File: config.mk
export PLATFORM = sky130hd
export DESIGN_NAME = lcd_rect_fill_flat
export DESIGN_NICKNAME = d
export VERILOG_FILES = /design/src/rtl/lcd_rect_fill_if.sv /design/src/rtl/lcd_rect_fill.sv /design/src/flat_wrapper.sv
export SDC_FILE = /design/constraint.sdc
export NUM_CORES = 1
export LEC_CHECK = 0
export ABC_AREA = 1
export CELL_PAD_IN_SITES_DETAIL_PLACEMENT = 1
export CELL_PAD_IN_SITES_GLOBAL_PLACEMENT = 1
export CORE_AREA = 8 8 157 159
export DETAILED_ROUTE_END_ITERATION = 7
export DIE_AREA = 0 0 165 167
export PLACE_DENSITY = 0.79
export SYNTH_ARGS = -nofsm -noshare
export SYNTH_HDL_FRONTEND = slang
export SYNTH_SLANG_ARGS = --single-unit
File: constraint.sdc
create_clock -name clk -period 9.45 [get_ports clk]
set_input_delay 1.89 -clock clk [delete_from_list [all_inputs] [get_ports clk]]
set_output_delay 1.89 -clock clk [all_outputs]
set_load 0.1 [all_outputs]
File: src/rtl/lcd_rect_fill_if.sv
// ---------------------------------------------------------------------------
// lcd_rect_fill_if
// Packet stream from the window-fill generator into the SPI transmit FIFO.
//   valid : a packet is presented on data (driven by the master)
//   ready : the sink accepts the packet (driven by the slave)
//   data  : packet {dc, byte}; dc = 0 for command, 1 for data
// A packet moves on a rising clock edge with valid && ready.
// ---------------------------------------------------------------------------
interface lcd_rect_fill_if #(
    parameter int PACKET_WIDTH = 9
);
    logic                    valid;
    logic                    ready;
    logic [PACKET_WIDTH-1:0] data;

    modport master (output valid, output data, input ready);
    modport slave  (input valid, input data, output ready);
endinterface

File: src/rtl/lcd_rect_fill.sv
// ---------------------------------------------------------------------------
// lcd_rect_fill
// ST7789V3 window-fill packet generator. A start pulse latches a rectangle
// and an RGB888 colour, then the block streams CASET, RASET, RAMWR and the
// pixel bytes that fill the rectangle, honouring sink backpressure.
//   clk            : sole clock
//   rst            : asynchronous, active-low reset
//   en             : start pulse, sampled in IDLE only
//   x0/x1, y0/y1   : inclusive column / row bounds
//   color          : fill colour {R,G,B}
//   tx             : packet stream (valid/ready/data), master side
//   busy           : a sequence is in progress
//   done           : one-cycle pulse after the last packet is accepted
//   err            : one-cycle pulse when a start is refused (x1<x0 or y1<y0)
// ---------------------------------------------------------------------------
module lcd_rect_fill #(
    parameter int WORD_WIDTH   = 8,
    parameter int PACKET_WIDTH = WORD_WIDTH + 1,
    parameter int X_WIDTH      = 9,
    parameter int Y_WIDTH      = 9,
    parameter int X_OFFSET     = 0,
    parameter int Y_OFFSET     = 0,
    parameter int PIXEL_FMT    = 1
) (
    input  logic               clk,
    input  logic               rst,
    input  logic               en,
    input  logic [X_WIDTH-1:0] x0,
    input  logic [X_WIDTH-1:0] x1,
    input  logic [Y_WIDTH-1:0] y0,
    input  logic [Y_WIDTH-1:0] y1,
    input  logic [23:0]        color,
    lcd_rect_fill_if.master    tx,
    output logic               busy,
    output logic               done,
    output logic               err
);
    // Pixel counter must hold the full-screen count 2^(X_WIDTH+Y_WIDTH).
    localparam int CW = X_WIDTH + Y_WIDTH + 1;

    localparam logic [1:0]       LAST_PHASE = (PIXEL_FMT == 0) ? 2'd1 : 2'd2;
    localparam logic [X_WIDTH:0] X_OFF      = (X_WIDTH + 1)'(X_OFFSET);
    localparam logic [Y_WIDTH:0] Y_OFF      = (Y_WIDTH + 1)'(Y_OFFSET);
    localparam logic [X_WIDTH:0] X_ONE      = 1;
    localparam logic [Y_WIDTH:0] Y_ONE      = 1;
    localparam logic [CW-1:0]    CNT_ONE    = 1;

    typedef enum logic [2:0] {
        IDLE, CASET_CMD, CASET_ARG, RASET_CMD, RASET_ARG, RAMWR_CMD, PIXELS
    } state_t;

    state_t                  state_q, state_d;
    logic [1:0]              arg_q, arg_d;       // argument byte index 0..3
    logic [1:0]              phase_q, phase_d;   // byte within current pixel
    logic [CW-1:0]           cnt_q, cnt_d;       // pixels still to send
    logic [X_WIDTH-1:0]      x0_q, x0_d, x1_q, x1_d;
    logic [Y_WIDTH-1:0]      y0_q, y0_d, y1_q, y1_d;
    logic [23:0]             color_q, color_d;
    logic                    valid_q, valid_d;
    logic [PACKET_WIDTH-1:0] data_q, data_d;
    logic                    busy_q, busy_d;
    logic                    done_q, done_d;
    logic                    err_q, err_d;

    logic                    xfer;
    logic [X_WIDTH:0]        xs_n, xe_n, w_len;
    logic [Y_WIDTH:0]        ys_n, ye_n, h_len;
    logic [15:0]             xs, xe, ys, ye, start_c, end_c;
    logic [CW-1:0]           n_pix;
    logic [WORD_WIDTH-1:0]   arg_byte, pix_byte;
    logic                    unused_color;

    assign xfer = valid_q && tx.ready;

    // Panel coordinates wrap at X_WIDTH+1 / Y_WIDTH+1 bits before widening.
    assign xs_n = {1'b0, x0_q} + X_OFF;
    assign xe_n = {1'b0, x1_q} + X_OFF;
    assign ys_n = {1'b0, y0_q} + Y_OFF;
    assign ye_n = {1'b0, y1_q} + Y_OFF;
    assign xs   = 16'(xs_n);
    assign xe   = 16'(xe_n);
    assign ys   = 16'(ys_n);
    assign ye   = 16'(ye_n);

    assign w_len = {1'b0, x1_q} - {1'b0, x0_q} + X_ONE;
    assign h_len = {1'b0, y1_q} - {1'b0, y0_q} + Y_ONE;
    assign n_pix = CW'(w_len) * CW'(h_len);

    // Low colour bits are dropped by both pixel packings.
    assign unused_color = ^color_q;

    // Control: sequencing, counters and window latch.
    always_comb begin
        // NOTE: every signal gets its hold value first so no path infers a latch.
        state_d = state_q;
        arg_d   = arg_q;
        phase_d = phase_q;
        cnt_d   = cnt_q;
        x0_d    = x0_q;
        x1_d    = x1_q;
        y0_d    = y0_q;
        y1_d    = y1_q;
        color_d = color_q;
        valid_d = valid_q;
        busy_d  = busy_q;
        done_d  = 1'b0;
        err_d   = 1'b0;

        case (state_q)
            IDLE: begin
                if (en) begin
                    if (x1 >= x0 && y1 >= y0) begin
                        x0_d    = x0;
                        x1_d    = x1;
                        y0_d    = y0;
                        y1_d    = y1;
                        color_d = color;
                        busy_d  = 1'b1;
                        valid_d = 1'b1;
                        state_d = CASET_CMD;
                    end else begin
                        err_d = 1'b1;
                    end
                end
            end
            CASET_CMD: if (xfer) begin
                state_d = CASET_ARG;
                arg_d   = '0;
            end
            CASET_ARG: if (xfer) begin
                if (arg_q == 2'd3) state_d = RASET_CMD;
                else               arg_d   = arg_q + 2'd1;
            end
            RASET_CMD: if (xfer) begin
                state_d = RASET_ARG;
                arg_d   = '0;
            end
            RASET_ARG: if (xfer) begin
                if (arg_q == 2'd3) state_d = RAMWR_CMD;
                else               arg_d   = arg_q + 2'd1;
            end
            RAMWR_CMD: if (xfer) begin
                state_d = PIXELS;
                phase_d = '0;
                cnt_d   = n_pix;
            end
            PIXELS: if (xfer) begin
                if (phase_q == LAST_PHASE) begin
                    phase_d = '0;
                    cnt_d   = cnt_q - CNT_ONE;
                    if (cnt_q == CNT_ONE) begin
                        state_d = IDLE;
                        valid_d = 1'b0;
                        busy_d  = 1'b0;
                        done_d  = 1'b1;
                    end
                end else begin
                    phase_d = phase_q + 2'd1;
                end
            end
            default: state_d = IDLE;
        endcase
    end

    // Packet selection: data_q always shows the packet for the state being
    // entered, so a transfer is followed directly by the next packet.
    always_comb begin
        start_c = (state_d == CASET_ARG) ? xs : ys;
        end_c   = (state_d == CASET_ARG) ? xe : ye;

        case (arg_d)
            2'd0:    arg_byte = start_c[15:8];
            2'd1:    arg_byte = start_c[7:0];
            2'd2:    arg_byte = end_c[15:8];
            default: arg_byte = end_c[7:0];
        endcase

        if (PIXEL_FMT == 0) begin
            case (phase_d)
                2'd0:    pix_byte = {color_q[23:19], color_q[15:13]};
                default: pix_byte = {color_q[12:10], color_q[7:3]};
            endcase
        end else begin
            case (phase_d)
                2'd0:    pix_byte = {color_q[23:18], 2'b00};
                2'd1:    pix_byte = {color_q[15:10], 2'b00};
                default: pix_byte = {color_q[7:2], 2'b00};
            endcase
        end

        data_d = data_q;
        if (state_d != IDLE && (xfer || state_q == IDLE)) begin
            case (state_d)
                CASET_CMD:            data_d = {1'b0, 8'h2A};
                RASET_CMD:            data_d = {1'b0, 8'h2B};
                RAMWR_CMD:            data_d = {1'b0, 8'h2C};
                CASET_ARG, RASET_ARG: data_d = {1'b1, arg_byte};
                PIXELS:               data_d = {1'b1, pix_byte};
                default:              data_d = data_q;
            endcase
        end
    end

    always_ff @(posedge clk or negedge rst) begin
        if (!rst) begin
            state_q <= IDLE;
            arg_q   <= '0;
            phase_q <= '0;
            cnt_q   <= '0;
            x0_q    <= '0;
            x1_q    <= '0;
            y0_q    <= '0;
            y1_q    <= '0;
            color_q <= '0;
            valid_q <= 1'b0;
            data_q  <= '0;
            busy_q  <= 1'b0;
            done_q  <= 1'b0;
            err_q   <= 1'b0;
        end else begin
            // NOTE: non-blocking updates keep every flop sampling pre-edge values.
            state_q <= state_d;
            arg_q   <= arg_d;
            phase_q <= phase_d;
            cnt_q   <= cnt_d;
            x0_q    <= x0_d;
            x1_q    <= x1_d;
            y0_q    <= y0_d;
            y1_q    <= y1_d;
            color_q <= color_d;
            valid_q <= valid_d;
            data_q  <= data_d;
            busy_q  <= busy_d;
            done_q  <= done_d;
            err_q   <= err_d;
        end
    end

    assign tx.valid = valid_q;
    assign tx.data  = data_q;
    assign busy     = busy_q;
    assign done     = done_q;
    assign err      = err_q;
endmodule
File: src/flat_wrapper.sv
// flat-port wrapper written by rule: the top's interface ports become plain ports
module lcd_rect_fill_flat 
#(
    parameter int WORD_WIDTH   = 8,
    parameter int PACKET_WIDTH = WORD_WIDTH + 1,
    parameter int X_WIDTH      = 9,
    parameter int Y_WIDTH      = 9,
    parameter int X_OFFSET     = 0,
    parameter int Y_OFFSET     = 0,
    parameter int PIXEL_FMT    = 1
)
  (clk, rst, en, x0, x1, y0, y1, color, busy, done, err, tx_valid, tx_data, tx_ready);
  lcd_rect_fill_if #(.PACKET_WIDTH(PACKET_WIDTH)) tx_i ();
  input  logic clk;
  input  logic rst;
  input  logic en;
  input  logic [X_WIDTH-1:0] x0;
  input  logic [X_WIDTH-1:0] x1;
  input  logic [Y_WIDTH-1:0] y0;
  input  logic [Y_WIDTH-1:0] y1;
  input  logic [23:0] color;
  output logic busy;
  output logic done;
  output logic err;
  output wire logic [$bits(tx_i.valid)-1:0] tx_valid;
  output wire logic [$bits(tx_i.data)-1:0] tx_data;
  input wire logic [$bits(tx_i.ready)-1:0] tx_ready;
  assign tx_valid = tx_i.valid;
  assign tx_data = tx_i.data;
  assign tx_i.ready = tx_ready;
  lcd_rect_fill #(.WORD_WIDTH(WORD_WIDTH), .PACKET_WIDTH(PACKET_WIDTH), .X_WIDTH(X_WIDTH), .Y_WIDTH(Y_WIDTH), .X_OFFSET(X_OFFSET), .Y_OFFSET(Y_OFFSET), .PIXEL_FMT(PIXEL_FMT)) u_core (.clk(clk), .rst(rst), .en(en), .x0(x0), .x1(x1), .y0(y0), .y1(y1), .color(color), .tx(tx_i), .busy(busy), .done(done), .err(err));
endmodule
==> results of run 1 <==
-- layout make-up --
cell class | instances | share of cell area [%]
multi-input cells | 888 | 56.68
flip-flops and latches | 92 | 21.75
inverters | 236 | 8.394
repair buffers | 73 | 6.810
well taps | 285 | 3.370
clock buffers | 9 | 2.128
clock inverters | 7 | 0.8631
-- per-stage QoR --
step | hold slack (ns) | utilization, % | setup slack (ns)
CTS | 0.4922 | 47.61 | 1.924
finish | 0.4853 | 47.61 | 1.983
detailed placement | 0.4698 | 46.19 | 1.979
global route | 0.5054 | 47.61 | 1.412
global placement | 0.4666 | 46.19 | 2.176
floorplan | 0.4492 | - | 3.004
-- cell usage after synthesis (2+ instances only) --
library cell / n / area, µm²
nand2_1: 298 / 1119
o22ai_1: 6 / 37.54
a21boi_0: 2 / 15.01
o31ai_1: 2 / 15.01
a22oi_1: 2 / 15.01
or2_2: 7 / 43.79
buf_6: 2 / 22.52
nor2_2: 4 / 25.02
nand3_1: 31 / 155.2
clkbuf_1: 15 / 56.30
o22ai_2: 2 / 25.02
nand3_2: 3 / 30.03
o21a_1: 2 / 15.01
inv_1: 226 / 848.3
clkinv_1: 2 / 7.510
o211ai_1: 11 / 82.58
o21bai_1: 3 / 22.52
or2_1: 2 / 12.51
a21o_1: 5 / 37.54
nand4_1: 5 / 31.28
nand2_2: 3 / 18.77
a21oi_1: 55 / 275.3
inv_2: 7 / 26.28
xnor2_1: 10 / 87.58
fa_1: 63 / 1261
buf_1: 2 / 7.510
o21ai_1: 12 / 60.06
dfrtp_1: 92 / 2302
ha_1: 106 / 1326
nor2_4: 2 / 22.52
o21ai_0: 74 / 370.4
nor2_1: 129 / 484.2
buf_2: 3 / 15.01
nor3_1: 5 / 25.02
nand3b_1: 3 / 22.52
a31oi_1: 9 / 56.30
a21oi_2: 2 / 17.52
xor2_1: 16 / 140.1
-- per-layer routing --
layer / wire [µm] / vias up
met5: 0 / -
met4: 631 / 0
met3: 677 / 38
met2: 12420 / 138
met1: 11290 / 3884
li1: - / 4014
-- logic make-up (layout without fill, tap and decap cells) --
group,Yosys count,after routing,synth area share [%]
xor+xnor,27,27,2.624
fa+ha+maj,169,169,27.83
simple gates,497,497,22.00
flops,92,92,24.76
buf+inv,259,325,10.73
compound gates,195,195,12.06
-- state kept, by name (all words and copies together) (netlist names) --
signal           count
u_core.done          1
u_core.x0_q          9
u_core.state_q       3
u_core.y0_q          9
u_core.tx.valid      1
u_core.cnt_q        19
u_core.arg_q         2
u_core.x1_q          9
u_core.color_q      18
u_core.y1_q          9
u_core.phase_q       2
u_core.err           1
u_core.tx.data       9
-- worst min-delay path by stage --
| stage | depth (start not counted) | slack, ns | to |
|---|---|---|---|
| after floorplan | 2 | 0.45 | u_core.color_q[10] |
| after global placement | 2 | 0.47 | u_core.tx.data[4] |
| after detailed placement | 2 | 0.47 | u_core.tx.data[6] |
| after CTS | 2 | 0.49 | u_core.y0_q[6] |
| after global routing | 2 | 0.51 | u_core.y0_q[3] |
| final | 2 | 0.49 | u_core.y0_q[3] |
-- tightest hold or removal path: stages, from the launching register on --
cell	delay, ns
dfrtp_1	0.35
nand2_1	0.05
o21ai_0	0.05
==> impl_metrics.toml, run 1 <==
[setup_path]
cpMaxStageDelayCell = "xor2_1"
crit_type = "reg2reg"
critPathLaunch = "u_core.x1_q[1]"
reg2reg_from = "u_core.x1_q[1]"
arrival_ns = 7.72
path_common_cell = "inv_1"
slowest_delay_ns = 0.67
endpoint = "u_core.cnt_q[15]"
ff2ff_setup_slack_ns = 1.98
cp_max_fo = 8
cp.depth = 34
rr_worst_depth = 34
crit_family = "adder cells"
cp-end-kind = "register"
path_buf_inv = 8
crit_required_ns = 9.71
rr_endpoint = "u_core.cnt_q[15]"
start_kind = "register"

[global_routing]
grt_pass1_wl_um = 42250
grt.met3_usage_pct = 2.145
antenna_found_initial = 0
top_usage_layer = "met2"
use_met2_pct = 32.27
grt.overflow.total = 0
grt_pass1_vias = 8659
met1_usage_pct = 24.05
grt_max_degree = 76
grt_usage_pct = 18.82

[floorplanning]
die_w_um = 165
chipHeight_um = 167
initial_utilization_pct = 41.83
io_pins = 77
core_um2 = 22230
rows = 55
die_area_um2 = 27560

[sta]
rsz0062_at_grt = "no"
hold_viol = 0
tightest_slew_ns = 1.082
post-route-period-util_pct = 79.02
tns_ns = 0
fmax_ghz = 0.1339
period_minus_slack_ns = 7.467
slew_headroom_pct = 27.35
clock_skew_ns = 0.01208
drv_slew = 0
setup-violations-final = 0

[clocking]
cts_buffers = 9
cts.clk_slew.worst_paths_ns = 0.08
cts_repair_resize_count = 0
cts-hold-fix-buffers = 0
cts_buffer_depth = 2
root_buffer = "clkbuf_16"
cts_setup_buffers = 0
clock_latency_ns = 0.36
cts_num_sinks = 92
h-tree-depth = 3
cts_tree = "built"

[cells_and_area]
layout_commonest_cell = "nand2_1"
diodes = 0
fillCellCount = 2815
nNetsFinal = 1533
multi_input_area_um2 = 5998
area.sequential_um2 = 2302
drive_above_1_share_pct = 4.444
finalNonFillerCells = 1590
mostFrequentLayoutCells = "nand2_1, inv_1, nor2_1"
fin_area_um2 = 10580
areaGrowthSynthToFinish_pct = 13.82

[synthesis]
syn-num-nets = 1472
synth-edff-count = 0
ys_seq_area_share_pct = 24.76
syn_area_um2 = 9298
avgSynthCellArea_um2 = 7.504
syn_inst = 1239
yosys_warnings = 0
async_flop_share_pct = 100.0
yosys_most_used_dff = "dfrtp_1"
yosys_register_bits = 92
synth_cell_type_count = 54

[hold_path]
hold_class = "reg2reg"
hold_start = "u_core.y0_q[3]"

[routing]
wl_per_cell_um = 15.73
drc = 0
vias = 8074
vias_per_cell = 5.078
drtPass1Iterations = 4
drt-total-wl_um = 25010
ant_nets = 0
dr.first_iter.drc_count = 365

[run_status]
status = "complete, no violations"

[placed_design]
numPortBuffers = 70
dp.cells = 1574
postPlaceCellArea_um2 = 10270
place_congestion = 0.8205
dp_hpwl_um = 20450

[job]
max-cap-violations = 0
Power of run 1 is left out: the tool's default activity adds up to more than one toggle a clock period on the data nets, which glitch-free logic cannot reach.
==> inputs of run 2 (changes only) <==
--- a/config.mk
+++ b/config.mk
@@ -8,10 +8,10 @@
 export ABC_AREA = 1
 export CELL_PAD_IN_SITES_DETAIL_PLACEMENT = 1
 export CELL_PAD_IN_SITES_GLOBAL_PLACEMENT = 1
-export CORE_AREA = 8 8 157 159
+export CORE_AREA = 8 8 162 164
 export DETAILED_ROUTE_END_ITERATION = 7
-export DIE_AREA = 0 0 165 167
-export PLACE_DENSITY = 0.79
+export DIE_AREA = 0 0 170 172
+export PLACE_DENSITY = 0.77
 export SYNTH_ARGS = -nofsm -noshare
 export SYNTH_HDL_FRONTEND = slang
 export SYNTH_SLANG_ARGS = --single-unit
==> constraint.sdc (replaced) <==
create_clock -name clk -period 6.2 [get_ports clk]
set_input_delay 1.24 -clock clk [delete_from_list [all_inputs] [get_ports clk]]
set_output_delay 1.24 -clock clk [all_outputs]
set_load 0.1 [all_outputs]
==> impl_metrics.toml, run 2 (synthesis gave the netlist of run 1 again) <==
[routing]
drc = 0
drt-total-wl_um = 30080
ant_nets = 0
wl_per_cell_um = 17.13
vias = 8761
vias_per_cell = 4.989
dr.first_iter.drc_count = 329
drtPass1Iterations = 4

[placed_design]
place_congestion = 0.8381
numPortBuffers = 70
dp_hpwl_um = 22140
postPlaceCellArea_um2 = 11150

[sta]
hold_slack_ns = 0.4827
slew_headroom_pct = 24.66
clock_skew_ns = 0.01954
drv_slew = 0
post-route-period-util_pct = 106.4
tightest_slew_ns = 1.123
hold_viol = 0
fmax_ghz = 0.1516
setup-violations-final = 9
period_minus_slack_ns = 6.595
rsz0062_at_grt = "yes"
worst_slack_ns = -0.3948
tns_ns = -2.087

[setup_path]
crit_required_ns = 6.44
cpMaxStageDelayCell = "fa_1"
arrival_ns = 6.84
slowest_delay_ns = 0.56
cp_max_fo = 2
cp-end-kind = "register"
start_kind = "register"
path_common_cell = "inv_2"
crit_type = "reg2reg"

[clocking]
cts.clk_slew.worst_paths_ns = 0.08
cts_num_sinks = 92
cts_buffers = 9
h-tree-depth = 3
cts_tree = "built"
cts_buffer_depth = 2
cts-hold-fix-buffers = 0
clock_latency_ns = 0.36
root_buffer = "clkbuf_16"

[cells_and_area]
top_register = "u_core.cnt_q"
drive_above_1_share_pct = 21.58
mostFrequentLayoutCells = "nand2_1, inv_1, nor2_1"
nNetsFinal = 1661
layout_commonest_cell = "nand2_1"
areaGrowthSynthToFinish_pct = 32.65
diodes = 0
reg.largest.list = "u_core.cnt_q (19), u_core.color_q (18)"
fin_area_um2 = 12330
largest_reg_flops = 19

[global_routing]
antenna_found_initial = 0
grt_pass1_wl_um = 47180
grt_pass1_vias = 9667
grt.overflow.total = 0
grt_max_degree = 52
grt_usage_pct = 20.02

[job]
max-cap-violations = 0

[run_status]
status = "finished, violations left"
violations = "negative setup slack"

[hold_path]
hold_class = "reg2reg"

[floorplanning]
rows = 57
die_w_um = 170
chipHeight_um = 172
initial_utilization_pct = 39.03
core_um2 = 23820
io_pins = 77
die_area_um2 = 29240
-- run 2: final cells by class --
type / count / area [µm²]
Clock buffer: 9 / 225.2
Clock inverter: 6 / 71.32
Fill cell: 2957 / 11490
Inverter: 236 / 893.4
Multi-Input combinational cell: 888 / 6689
Sequential cell: 92 / 2302
Tap cell: 324 / 405.4
Timing Repair Buffer: 201 / 1747
-- run 2: final timing paths --
kind,from,to,slack [ns],cells after the start
min,u_core.color_q[11],u_core.color_q[11],0.48,2
max,u_core.x0_q[1],u_core.cnt_q[16],-0.39,35
min reg2reg,u_core.color_q[11],u_core.color_q[11],0.48,2
max in group asynchronous,rst,u_core.x0_q[3],4.23,2
min in group asynchronous,rst,u_core.cnt_q[15],0.87,1
max reg2reg,u_core.x0_q[1],u_core.cnt_q[16],-0.39,35
-- run 2: through the flow --
| step | utilization [%] | worst slack, ns | instances |
|---|---|---|---|
| detailed placement | 46.79 | -0.6556 | 1716 |
| global route | 51.78 | -0.7097 | 1756 |
| CTS | 49.76 | -0.2349 | 1746 |
| finish | 51.78 | -0.3948 | 1756 |
| global placement | 46.79 | -0.3447 | 1716 |
| floorplan | - | 0.001783 | 1239 |
-- run 2: worst max-delay path: cells and delay by family (launching register included) --
family	cells	cell delay [ns]
flops	1	0.42
xor+xnor	1	0.16
fa+ha+maj	8	3.03
compound gates	9	1.48
buf+inv	9	0.58
simple gates	8	0.83
-- run 2: repair_timing --
action | CTS | global route
buffers inserted | 17 | 10
pin swaps | 48 | 69
gates resized for setup | 76 | 88
cloned | 0 | 0
setup endpoints to repair | 10 | 11
-- run 2: routing by layer --
layer	part of all wire, %	GRT usage, %
met1	42	24.00
met2	53	37.28
met3	2.3	2.055
met4	2.5	5.950
met5	0	0
Power of run 2 is left out for the same reason.
==> inputs of run 3 (changes only) <==
--- a/config.mk
+++ b/config.mk
@@ -8,10 +8,10 @@
 export ABC_AREA = 1
 export CELL_PAD_IN_SITES_DETAIL_PLACEMENT = 1
 export CELL_PAD_IN_SITES_GLOBAL_PLACEMENT = 1
-export CORE_AREA = 8 8 162 164
+export CORE_AREA = 8 8 157 159
 export DETAILED_ROUTE_END_ITERATION = 7
-export DIE_AREA = 0 0 170 172
-export PLACE_DENSITY = 0.77
+export DIE_AREA = 0 0 165 167
+export PLACE_DENSITY = 0.79
 export SYNTH_ARGS = -nofsm -noshare
 export SYNTH_HDL_FRONTEND = slang
 export SYNTH_SLANG_ARGS = --single-unit
==> constraint.sdc (replaced) <==
create_clock -name clk -period 8 [get_ports clk]
set_input_delay 1.6 -clock clk [delete_from_list [all_inputs] [get_ports clk]]
set_output_delay 1.6 -clock clk [all_outputs]
set_load 0.1 [all_outputs]
==> impl_metrics.toml, run 3 (synthesis gave the netlist of run 1 again) <==
[setup_path]
crit_required_ns = 8.26
ff2ff_setup_slack_ns = 0.94
crit_type = "reg2reg"
arrival_ns = 7.32
crit_family = "adder cells"
cp.depth = 29
rr_worst_depth = 29
path_buf_inv = 7
path_common_cell = "inv_1"
cpMaxStageDelayCell = "fa_1"
slowest_delay_ns = 0.53
cp-end-kind = "register"
cp_max_fo = 8
start_kind = "register"

[sta]
post-route-period-util_pct = 88.28
setup-violations-final = 0
clock_skew_ns = 0.01961
period_minus_slack_ns = 7.063
hold_viol = 0
slew_headroom_pct = 29.76
tns_ns = 0
tightest_slew_ns = 1.047
drv_slew = 0
fmax_ghz = 0.1416
rsz0062_at_grt = "no"

[routing]
wl_met1_um = 11550
vias_per_cell = 5.093
wl_per_cell_um = 15.76
routed.top_layer = "met4"
ant_nets = 0
drt-total-wl_um = 25150
wl_met2_um = 12490
dr.first_iter.drc_count = 377
vias = 8129
drtPass1Iterations = 6
wl_met3_um = 562
drc = 0

[floorplanning]
die_w_um = 165
chipHeight_um = 167
core_um2 = 22230
initial_utilization_pct = 41.83
die_area_um2 = 27560
rows = 55
io_pins = 77

[clocking]
cts_num_sinks = 92
cts_buffer_depth = 2
clock_latency_ns = 0.36
h-tree-depth = 3
cts_setup_buffers = 0
cts_tree = "built"
root_buffer = "clkbuf_16"
cts.clk_slew.worst_paths_ns = 0.09
cts_repair_resize_count = 0
cts-hold-fix-buffers = 0
cts_buffers = 9

[placed_design]
numPortBuffers = 70
postPlaceCellArea_um2 = 10310
dp.cells = 1580
place_congestion = 0.8540
dp_hpwl_um = 20500

[job]
max-cap-violations = 0

[hold_path]
whs_path_depth = 2
hold_class = "reg2reg"

[global_routing]
grt.overflow.total = 0
antenna_found_initial = 0
grt_max_degree = 76
grt_pass1_vias = 8751
grt_pass1_wl_um = 43060
grt_usage_pct = 19.19

[cells_and_area]
largest_reg_flops = 19
fin_area_um2 = 10620
top_register = "u_core.cnt_q"
drive_above_1_share_pct = 4.882
mostFrequentLayoutCells = "nand2_1, inv_1, nor2_1"
areaGrowthSynthToFinish_pct = 14.25
layout_commonest_cell = "nand2_1"
finalNonFillerCells = 1596
fillCellCount = 2796
reg.largest.list = "u_core.cnt_q (19), u_core.color_q (18)"
nNetsFinal = 1539
diodes = 0

[run_status]
status = "complete, no violations"
## run 3: metrics by stage
step	utilization, %	worst slack (ns)	hold WS (ns)
6_report	47.79	0.9374	0.4900
5_1_grt	47.79	0.3003	0.5141
4_1_cts	47.79	0.8857	0.4921
3_5_place_dp	46.39	0.9109	0.4752
3_3_place_gp	46.39	1.096	0.4664
2_1_floorplan	-	1.554	0.4492
## run 3: layer usage
metal	track usage, %	vias to the layer above
met4	5.878	0
met3	2.441	31
met2	33.00	117
li1	-	4037
met1	24.42	3944
met5	0	-
## run 3: area by class of cell
class	instances	area [µm²]	share of cell area (%)
clock inverter	7	86.33	0.8127
sequential	92	2302	21.67
clock buffer	9	225.2	2.120
timing repair buffer	79	765.7	7.208
inverter	236	888.4	8.363
multi-input combinational	888	5998	56.47
tap	285	356.6	3.357
## run 3: path summary, 6_finish.rpt
check / from / endpoint
worst max-delay path: u_core.x0_q[1] / u_core.cnt_q[16]
worst min-delay path: u_core.color_q[11] / u_core.color_q[11]
worst max register to register: u_core.x0_q[1] / u_core.cnt_q[16]
worst min register to register: u_core.color_q[11] / u_core.color_q[11]
max in group asynchronous: rst / u_core.x0_q[0]
min in group asynchronous: rst / u_core.cnt_q[15]
## run 3: worst min-delay path, stage by stage (launching register included)
cell     delay (ns)
dfrtp_1        0.35
nand2_1        0.06
nand2_1        0.05
Power of run 3 is left out for the same reason.
